[src/rtl/seg_scan_mux.sv]
// Multiplexed 7-segment scanner: one digit per DIV-cycle slot, BLANK dead cycles before each enable.
// Latency: load reaches the display at the next frame start; a load in the boundary cycle bypasses pend_reg.
// Backpressure: none; the last load within a frame wins and earlier pending values are overwritten.
module seg_scan_mux #(
    parameter int NUM_DIGITS = 2,
    parameter int DIV        = 12000,
    parameter int BLANK      = 120
) (
    input  logic                    clk,
    input  logic                    rst,
    input  logic [4*NUM_DIGITS-1:0] value_in,
    input  logic                    load,
    input  logic                    lz_blank_en,
    output logic [3:0]              nibble_out,
    output logic [NUM_DIGITS-1:0]   digit_en_n,
    output logic                    frame_start,
    output logic                    pending
);

    localparam int TW = (DIV > 1) ? $clog2(DIV) : 1;
    localparam int IW = (NUM_DIGITS > 1) ? $clog2(NUM_DIGITS) : 1;

    logic [TW-1:0]           tick_cnt;
    logic [IW-1:0]           digit_idx;
    logic [4*NUM_DIGITS-1:0] disp_reg;
    logic [4*NUM_DIGITS-1:0] pend_reg;
    logic                    in_rst;
    logic [NUM_DIGITS-1:0]   lz_mask;
    logic [NUM_DIGITS-1:0]   lz_mask_nxt;
    logic                    zero_above;
    logic [NUM_DIGITS-1:0]   sel;
    logic [3:0]              cur_nib;
    logic                    blank_cur;
    logic                    show;
    logic                    last_tick;
    logic                    last_digit;
    logic                    boundary;

    assign last_tick  = (tick_cnt == TW'(DIV - 1));
    assign last_digit = (digit_idx == IW'(NUM_DIGITS - 1));
    assign boundary   = !in_rst && last_tick && last_digit;

    // A digit is blanked when it and every higher nibble are zero; digit 0 never is.
    always_comb begin
        lz_mask_nxt = '0;
        zero_above  = 1'b1;
        for (int d = NUM_DIGITS - 1; d > 0; d--) begin
            zero_above     = zero_above && (disp_reg[4*d +: 4] == 4'h0);
            lz_mask_nxt[d] = lz_blank_en && zero_above;
        end
    end

    always_comb begin
        sel       = '0;
        cur_nib   = 4'h0;
        blank_cur = 1'b0;
        for (int d = 0; d < NUM_DIGITS; d++) begin
            if (digit_idx == IW'(d)) begin
                sel[d]    = 1'b1;
                cur_nib   = disp_reg[4*d +: 4];
                blank_cur = lz_mask[d];
            end
        end
        show = !in_rst && (tick_cnt >= TW'(BLANK)) && !blank_cur;
    end

    assign nibble_out  = cur_nib;
    assign digit_en_n  = show ? ~sel : '1;
    assign frame_start = !in_rst && (tick_cnt == '0) && (digit_idx == '0);

    // in_rst holds the scan at slot 0 for one cycle after release so frame_start is visible.
    always_ff @(posedge clk) begin
        if (rst) begin
            tick_cnt  <= '0;
            digit_idx <= '0;
            disp_reg  <= '0;
            pend_reg  <= '0;
            pending   <= 1'b0;
            in_rst    <= 1'b1;
            lz_mask   <= '0;
        end else begin
            in_rst  <= 1'b0;
            lz_mask <= lz_mask_nxt;
            if (!in_rst) begin
                if (last_tick) begin
                    tick_cnt  <= '0;
                    digit_idx <= last_digit ? '0 : digit_idx + IW'(1);
                end else begin
                    tick_cnt <= tick_cnt + TW'(1);
                end
            end
            if (boundary) begin
                if (load) begin
                    disp_reg <= value_in;
                end else if (pending) begin
                    disp_reg <= pend_reg;
                end
                pending <= 1'b0;
            end else if (load) begin
                pend_reg <= value_in;
                pending  <= 1'b1;
            end
        end
    end

endmodule

[config.mk]
export PLATFORM = sky130hd
export DESIGN_NAME = seg_scan_mux
export DESIGN_NICKNAME = d
export VERILOG_FILES = /design/src/rtl/seg_scan_mux.sv
export SDC_FILE = /design/constraint.sdc
export NUM_CORES = 1
export LEC_CHECK = 0
export ABC_AREA = 1
export CORE_MARGIN = 5
export CORE_UTILIZATION = 25
export CTS_BUF_LIST = sky130_fd_sc_hd__clkbuf_4 sky130_fd_sc_hd__clkbuf_8
export CTS_CLUSTER_DIAMETER = 40
export DETAILED_ROUTE_END_ITERATION = 10
export MAX_ROUTING_LAYER = met4
export SETUP_SLACK_MARGIN = 0.05
export SLEW_MARGIN = 25
export SYNTH_ARGS = -nofsm -noshare
export SYNTH_HDL_FRONTEND = slang
export SYNTH_SLANG_ARGS = --single-unit
export TNS_END_PERCENT = 10
[constraint.sdc]
create_clock -name clk -period 1.69 [get_ports clk]
set_input_delay 0.4225 -clock clk [delete_from_list [all_inputs] [get_ports clk]]
set_output_delay 0.4225 -clock clk [all_outputs]
set_load 0.005 [all_outputs]
==> impl_summary.md, run 1 <==
Global route
The total routing usage reported by global routing is 0.0960. The most utilized layer in the global route result is met2. The pin count of the biggest net entering global routing is 18. The met1 demand-to-capacity share in global routing is 0.118. The number of antenna violations at the first check in global routing came to 0. The remaining global-route overflow is 0. The via count of the first global-routing pass was 1546.

In the global route stage, met2 resource usage came out at 0.149. The wire length of the first global-routing pass is between 6 and 7 mm. The met3 track demand over resource in global routing is 0.0235.

Clock network
The insertion delay of the later-clocked pin in the worst-skew pair is 0.28 ns. The clock tree synthesis step divided the H-tree into 2 levels. TritonCTS built the clock tree.

The clock passes through at most 2 buffers. The clock transition at the register clock pins on the worst setup and hold paths after CTS is 0.07 ns. The CTS root buffer is clkbuf_8. The clock drives 34 sinks. TritonCTS created 5 clock buffers. Buffers inserted to repair hold after CTS numbered 0.

Synthesis
During synthesis, Yosys emitted a total of 0 warnings. The post-synthesis instance area is 0.00184 mm². Of the total synthesized cell area, the portion taken by XOR and XNOR cells is 0.0143. The number of synthesized register bits is 34.

A synthesized cell averages 6.46 µm². For this run, the register share of the synthesized area comes to 0.370. Of the total synthesized cell area, the portion taken by AND, OR, NAND and NOR gates is 0.376.

The synthesized netlist cell count is 285. The post-synthesis cell type count is 26. Of the total synthesized cell area, the portion taken by full adders, half adders and majority gates is 0.0136. After synthesis, the share of cell area in mux cells is 0. The combinational family with the most area after synthesis is simple AND/OR/NAND/NOR gates.

The post-synthesis net count is approximately 300. The compound-cell area share of the yosys netlist was 0.0924.

Status
The flow ran to the end, but the final reports show violations. The checks that failed: setup timing.

Pwr
The worst-case IR drop observed on VDD is roughly 240 µV. Overall power consumption after layout is estimated at 1.64 mW. For this design the static power due to leakage is 1.10 nW. In this run the power density over the cells is 674 mW/mm².

STA
The clock skew after layout is 0.00556 ns. Setup repair after global routing could not meet its margin everywhere. The final count of hold timing violations is 0. The post-layout worst setup margin is -0.109 ns. The final-report setup violation count is 3.

The final count of pins violating max slew was 0. The highest clock rate is approximately 560 MHz. After layout, the minimum clock period comes to between 1.5 and 2 ns. In this run the tightest slew margin relative to its limit is 0.715.

The final hold slack is ~0.46 ns. For the pin with the worst max-slew slack, the measured transition is 0.428 ns. Dividing the final minimum period by the clock period gives 1.06.

Die
From left edge to right edge, the die measures 95.8 µm. The vertical die dimension is 95.8 µm. The starting density of the core is 0.255. 20 I/O pins were placed. The number of placement rows is 31.

After floorplanning, the core was sized to cover 0.00721 mm². The die area is 0.00918 mm².

Setup path
STA puts the critical path data arrival time at 1.38 ns. The critical path endpoint category is a primary output. For the worst setup path, the data required time is 1.27 ns. The critical path in this run is classified as reg -> out. The worst-path maximum fanout is 3. For the worst flop-to-flop path, the logic depth is 9.

The category of the worst setup path launch point is a flip-flop. The beginning of the worst register-to-register path is tick_cnt[0]. The setup slack of the worst register-to-register path is 0.15 ns.

The worst register-to-register path ends at pend_reg[1].

Finish
The fraction of layout cells with a size suffix above 1 is 0.180. The net count of the finished layout is 347. The register with the most flip-flops in the layout has 14 of them. The final antenna diode count is 0.

The area added between synthesis and finish is 32.5%.

Detailed routing
The number of DRC violations after detailed routing is 0. The detailed router's first-iteration violation count is 76. For this block, the via count after detailed routing is 1792. Dividing the detail-routed via count by the number of cells gives a little over 4. The routed wire length is 4.14 mm.

After detailed routing, the average wire length per cell comes to 9.56 µm. The post-route antenna net violation count is 0. The number of iterations in the first detailed-routing pass is 4.

Worst hold path
The startpoint identified for the worst hold timing path is disp_reg[6]. The path with the worst hold slack has its endpoint at lz_mask[1]. In this run the worst hold path is classified as reg -> reg.

The cell depth of the worst min-delay path is 1.

Flow run
The count of maximum capacitance violations is 0.

Placement
The sum of net half-perimeters after detailed placement is 3.13 mm. The final weighted congestion of routability-driven global placement is 0.811. Input and output buffers added on the ports amount to 19.
==> layout by cell type (no fill, tap or decap), drive strengths merged <==
master / netlist / layout
nor3b: 1 / 1
nor2: 54 / 54
o21ai: 9 / 9
nor3: 4 / 4
nand4: 12 / 12
clkbuf: 2 / 7
clkinv: 2 / 3
clkdlybuf4s50: 0 / 12
buf: 7 / 33
dfxtp: 34 / 34
dlygate4sd2: 0 / 4
inv: 47 / 47
a21oi: 13 / 13
xor2: 3 / 3
nand2: 70 / 70
nand3: 17 / 17
clkdlybuf4s15: 0 / 1
o21a: 8 / 8
ha: 2 / 2
==> where the power goes <==
part / leakage [nW] / switching [mW] / total [mW] / internal (mW)
registers: 0.279 / 0.00979 / 0.833 / 0.823
clock network: 0.0517 / 0.293 / 0.638 / 0.345
logic: 0.766 / 0.0872 / 0.173 / 0.0855
==> area by class of cell <==
type                    count  area, µm²
clock buffers               7       90.1
clock inverters             1       5.00
fillers                   804       4770
inverters                  49        184
multi-input cells         193        937
flip-flops and latches     34        684
well taps                  99        124
repair buffers             50        415
==> layer usage <==
metal | vias to the layer above | wire (µm)
li1 | 978 | -
met1 | 782 | 2050
met2 | 26 | 1880
met3 | 6 | 141
met4 | 0 | 75
met5 | - | 0
==> cell usage after synthesis <==
cell type   n  share of area
nor2_2      1         0.0034
clkbuf_1    2         0.0041
nor3_2      1         0.0054
nor2_1     52           0.11
buf_2       2         0.0054
buf_4       1         0.0041
nand4_1    12          0.041
nand2_1    69           0.14
nand3_1    14          0.038
inv_1      45          0.092
nand2_2     1         0.0034
nor3_1      3         0.0081
buf_6       3          0.018
inv_2       2         0.0041
o21a_1      8          0.033
nand3_4     1         0.0095
clkinv_1    2         0.0041
o21ai_0     9          0.024
buf_1       1         0.0020
nor2_4      1         0.0061
a21oi_1    13          0.035
ha_1        2          0.014
nor3b_1     1         0.0041
nand3_2     2          0.011
dfxtp_1    34           0.37
xor2_1      3          0.014
==> logic make-up (layout without fill, tap and decap cells) <==
| logic type | after synthesis | in the layout |
|---|---|---|
| compound gates | 30 | 30 |
| xor+xnor | 3 | 3 |
| fa+ha+maj | 2 | 2 |
| buf+inv | 58 | 107 |
| flops | 34 | 34 |
| simple gates | 158 | 158 |
==> through the flow <==
stage	worst slack, ns	utilization	area [µm²]	setup TNS (ns)	cells
final	-0.109	0.338	2440	-0.306	433
after floorplan	0.310	-	1840	0	285
after CTS	-0.196	0.335	2420	-0.413	432
after detailed placement	-0.177	0.320	2310	-0.708	423
after global placement	-0.123	0.320	2310	-0.528	423
after global routing	-0.229	0.338	2440	-0.732	433
==> worst max-delay path: stages (launching register included) <==
cell             delay (ns)
dfxtp_2                0.33
inv_2                  0.06
nand2_1                0.05
nor2_1                 0.10
nand4_1                0.17
nor3_2                 0.15
clkdlybuf4s15_1        0.23
==> timing repair <==
item                       in CTS  in global routing
buffers inserted                1                  1
cloned                          0                  0
setup endpoints to repair      16                 23
resized for setup              17                 11
pin swaps                       2                  6
==> how the worst max path moves through the flow <==
stage / endpoint / depth (start not counted) / startpoint
6_report: frame_start / 6 / tick_cnt[12]
5_1_grt: digit_en_n[0] / 8 / tick_cnt[12]
4_1_cts: digit_en_n[0] / 8 / tick_cnt[12]
3_5_place_dp: digit_en_n[0] / 8 / tick_cnt[12]
3_3_place_gp: digit_en_n[1] / 8 / tick_cnt[12]
2_1_floorplan: pend_reg[0] / 9 / tick_cnt[0]
(Power assumes the default switching activity.)
==> inputs of run 2 (changes only) <==
Settings changed: CTS_CLUSTER_DIAMETER 40 to unset.
Clock period 1.69 ns to 2.07 ns, I/O delays scaled along.
==> run 2 against run 1 <==
Effect of this change: the flow now finishes without violations; first-iteration DRC count rose by 51%; clock skew rose by 0.0039 ns; cell area decreased by 7.9%; utilization shrank 2.7 points; clock-buffer cell count unchanged; via count decreased by 4.9%; routed wire length shrank 5.6%; highest routed layer unchanged.
==> impl_summary.md, run 2 (same netlist as run 1, synthesis figures left out) <==
Status
Result of the run: finished, final reports clean (was finished, violations left).

Pwr
The standby leakage power is 0.968 nW (was 1.10 nW). The total power divided by cell area was 592 mW/mm² (was 674 mW/mm²). The worst ir drop on vdd is 168 µV (was 241 µV). The total design power is 1.33 mW (was 1.64 mW).

Setup path
The total stage count of the critical path is 4 (was 6). The arrival time of data at the critical path endpoint came to 1.49 ns (was 1.38 ns). The kind of critical path was reg -> out (unchanged). The category of the worst setup path launch point is a flip-flop (unchanged). The data required time of the worst path came to 1.55 ns (was 1.27 ns). The peak per-stage delay on the critical path is 0.52 ns (was 0.33 ns). The critical-path cell with the highest stage delay is clkdlybuf4s50_1 (was dfxtp_2).

The critical path endpoint category is a primary output (unchanged). The worst-path maximum fanout is 19 (was 3). The path depth of the worst reg2reg path came to 8 (was 9). The family with the most delay on the worst path is buffers and inverters (was simple AND/OR/NAND/NOR gates). Cells along the critical path: buf_6 > nand2_1 > o21ai_1 > clkdlybuf4s50_1 (was inv_2 > nand2_1 > nor2_1 > nand4_1 > nor3_2 > clkdlybuf4s15_1). The critical path buffer and inverter count is 2 (unchanged).

Die
The horizontal extent of the die is 95.8 µm (unchanged). The starting density of the core was 0.255 (unchanged). The count of boundary I/O pins is 20 (unchanged). The area of the core came to 0.00721 mm² (unchanged).

The number of placement rows is 31 (unchanged). The vertical die dimension is 95.8 µm (unchanged). The die area is 0.00918 mm² (unchanged).

Finish
The count of nets after finishing is 323 (was 347). The final antenna diode count was 0 (unchanged). The fraction of the core area covered by cells at the end of the flow was 0.311 (was 0.338). The area added between synthesis and finish came to 22.0% (was 32.5%). The number of flip-flops in the largest register is 14 (unchanged). Most frequent cells in the layout: nand2_1 (69), nor2_1 (51), inv_1 (43) (was nand2_1 (69), nor2_1 (48), inv_1 (43)).

The number of filler instances in the final layout was 804 (unchanged). The fraction of layout cells with a size suffix above 1 came to 0.100 (was 0.180). The most common cell after layout, fill and taps aside is nand2_1 (unchanged).

STA
The share of the cycle needed by the critical path after routing is 0.969. Timing would allow up to 498 MHz. The pin slew with the least headroom to its limit is 0.428 ns (about the same). The final count of hold timing violations came to 0 (unchanged).

RSZ-0062 raised after global routing: true (unchanged). The final-report setup violation count is 0 (was 3). The final hold slack came to 0.451 ns (was 0.458 ns). The clock skew after layout is 0.00942 ns (was 0.00556 ns).

The post-layout worst setup margin was 0.0636 ns (was -0.109 ns). The worst path in the final design needs a cycle of between 2 and 2.5 ns, including I/O delays and setup. The worst slew slack as a fraction of its limit is 0.713 (was 0.715). The final count of pins violating max slew came to 0 (unchanged).

Placement
The sum of net half-perimeters after detailed placement came to 2.89 mm (was 3.13 mm). The worst slack at placement was 0.108 ns (was -0.177 ns). The number of buffers inserted by port buffering came to 19 (unchanged). The final weighted congestion of routability-driven global placement is 0.821 (was 0.811).

Clock network
The CTS tree is yes (unchanged). The clock transition at the register clock pins on the worst setup and hold paths after CTS is 0.07 ns (about the same). The number of clock sinks seen by CTS is 34 (unchanged).

The depth of the CTS H-tree is 2 (unchanged). The insertion delay of the later-clocked pin in the worst-skew pair is 0.29 ns (was 0.28 ns). The deepest clock path buffer count came to 2 (unchanged).

The total CTS buffers was 5 (unchanged). The hold buffer count at CTS is 0 (unchanged). The CTS root buffer is clkbuf_8 (unchanged).

Detailed routing
The final routed wire length divided by cell count came to 9.56 µm (about the same). The routed length on met3 was 145 µm (was 141 µm). The top routing layer in use is met4 (unchanged). The wire length on met1 is 1.96 mm (was 2.05 mm). The post-route antenna net violation count was 0 (unchanged). The via count of the routed design is 1704 (was 1792). The number of iterations in the first detailed-routing pass came to 4 (unchanged). The routed wire length is 3.91 mm (was 4.14 mm). The number of DRC violations after detailed routing is 0 (unchanged). The met2 routed wirelength is 1.73 mm (was 1.88 mm). The average vias per placed instance was 4.17 (was 4.14). The detailed router's first-iteration violation count came to 115 (was 76).

Global route
The remaining global-route overflow is 0 (unchanged). The pin count of the biggest net entering global routing is 20 (was 18). The total routing usage reported by global routing is 0.0997 (was 0.0960). The number of antenna violations at the first check in global routing is 0 (unchanged).

The via count of the first global-routing pass is 1538 (was 1546). The wire length of the first global-routing pass is 6.97 mm (was 6.75 mm).

Worst hold path
The path class of the lowest-slack min-delay path is reg -> reg (unchanged). The cell depth of the worst min-delay path was 1 (unchanged).

Flow run
The count of maximum capacitance violations is 0 (unchanged).
run 2: changes by cell type in the layout (fill, tap and decap cells not counted), sizes merged:
cell | previous run | this run
clkdlybuf4s50 | 12 | 15
dlygate4sd2 | 4 | 2
clkbuf | 7 | 8
buf | 33 | 7
run 2: layer usage:
metal  GRT usage  vias to the layer above
met1       0.131                      750
li1            -                      925
met5           -                        -
met3      0.0266                        6
met4      0.0462                        0
met2       0.142                       23
run 2: area by class of cell:
class,instances,area (µm²),share of cell area
inverters,49,184,0.0818
clock buffers,7,90.1,0.0401
repair buffers,26,239,0.106
flip-flops and latches,34,683,0.304
clock inverters,1,5.00,0.00223
well taps,99,124,0.0551
multi-input cells,193,922,0.410
run 2: worst reg2reg max path, delay by kind of cell (launching register included):
family,cells,cell delay [ns]
compound gates,1,0.23
buf+inv,1,0.08
flops,1,0.37
simple gates,5,0.66
fa+ha+maj,1,0.18
run 2: through the flow:
step	area [µm²]	cells	setup TNS [ns]
floorplan	1840	285	0
global placement	2140	400	0
detailed placement	2140	400	0
global route	2250	409	-0.00505
finish	2250	409	0
CTS	2240	408	0
run 2: where the power goes:
| part | internal, mW | switching, mW |
|---|---|---|
| combinational | 0.0611 | 0.0674 |
| clock | 0.281 | 0.239 |
| sequential | 0.672 | 0.00947 |
run 2: worst paths after layout:
check	start	end	slack, ns
max	digit_idx	nibble_out[0]	0.06
min	disp_reg[7]	lz_mask[1]	0.45
max reg2reg	tick_cnt[0]	pend_reg[1]	0.45
min reg2reg	disp_reg[7]	lz_mask[1]	0.45
run 2: what timing repair did:
| action | CTS | global route |
|---|---|---|
| gates resized for setup | 13 | 2 |
| buffers inserted | 0 | 1 |
| pin swaps | 1 | 1 |
| endpoints found under the setup margin | 7 | 5 |
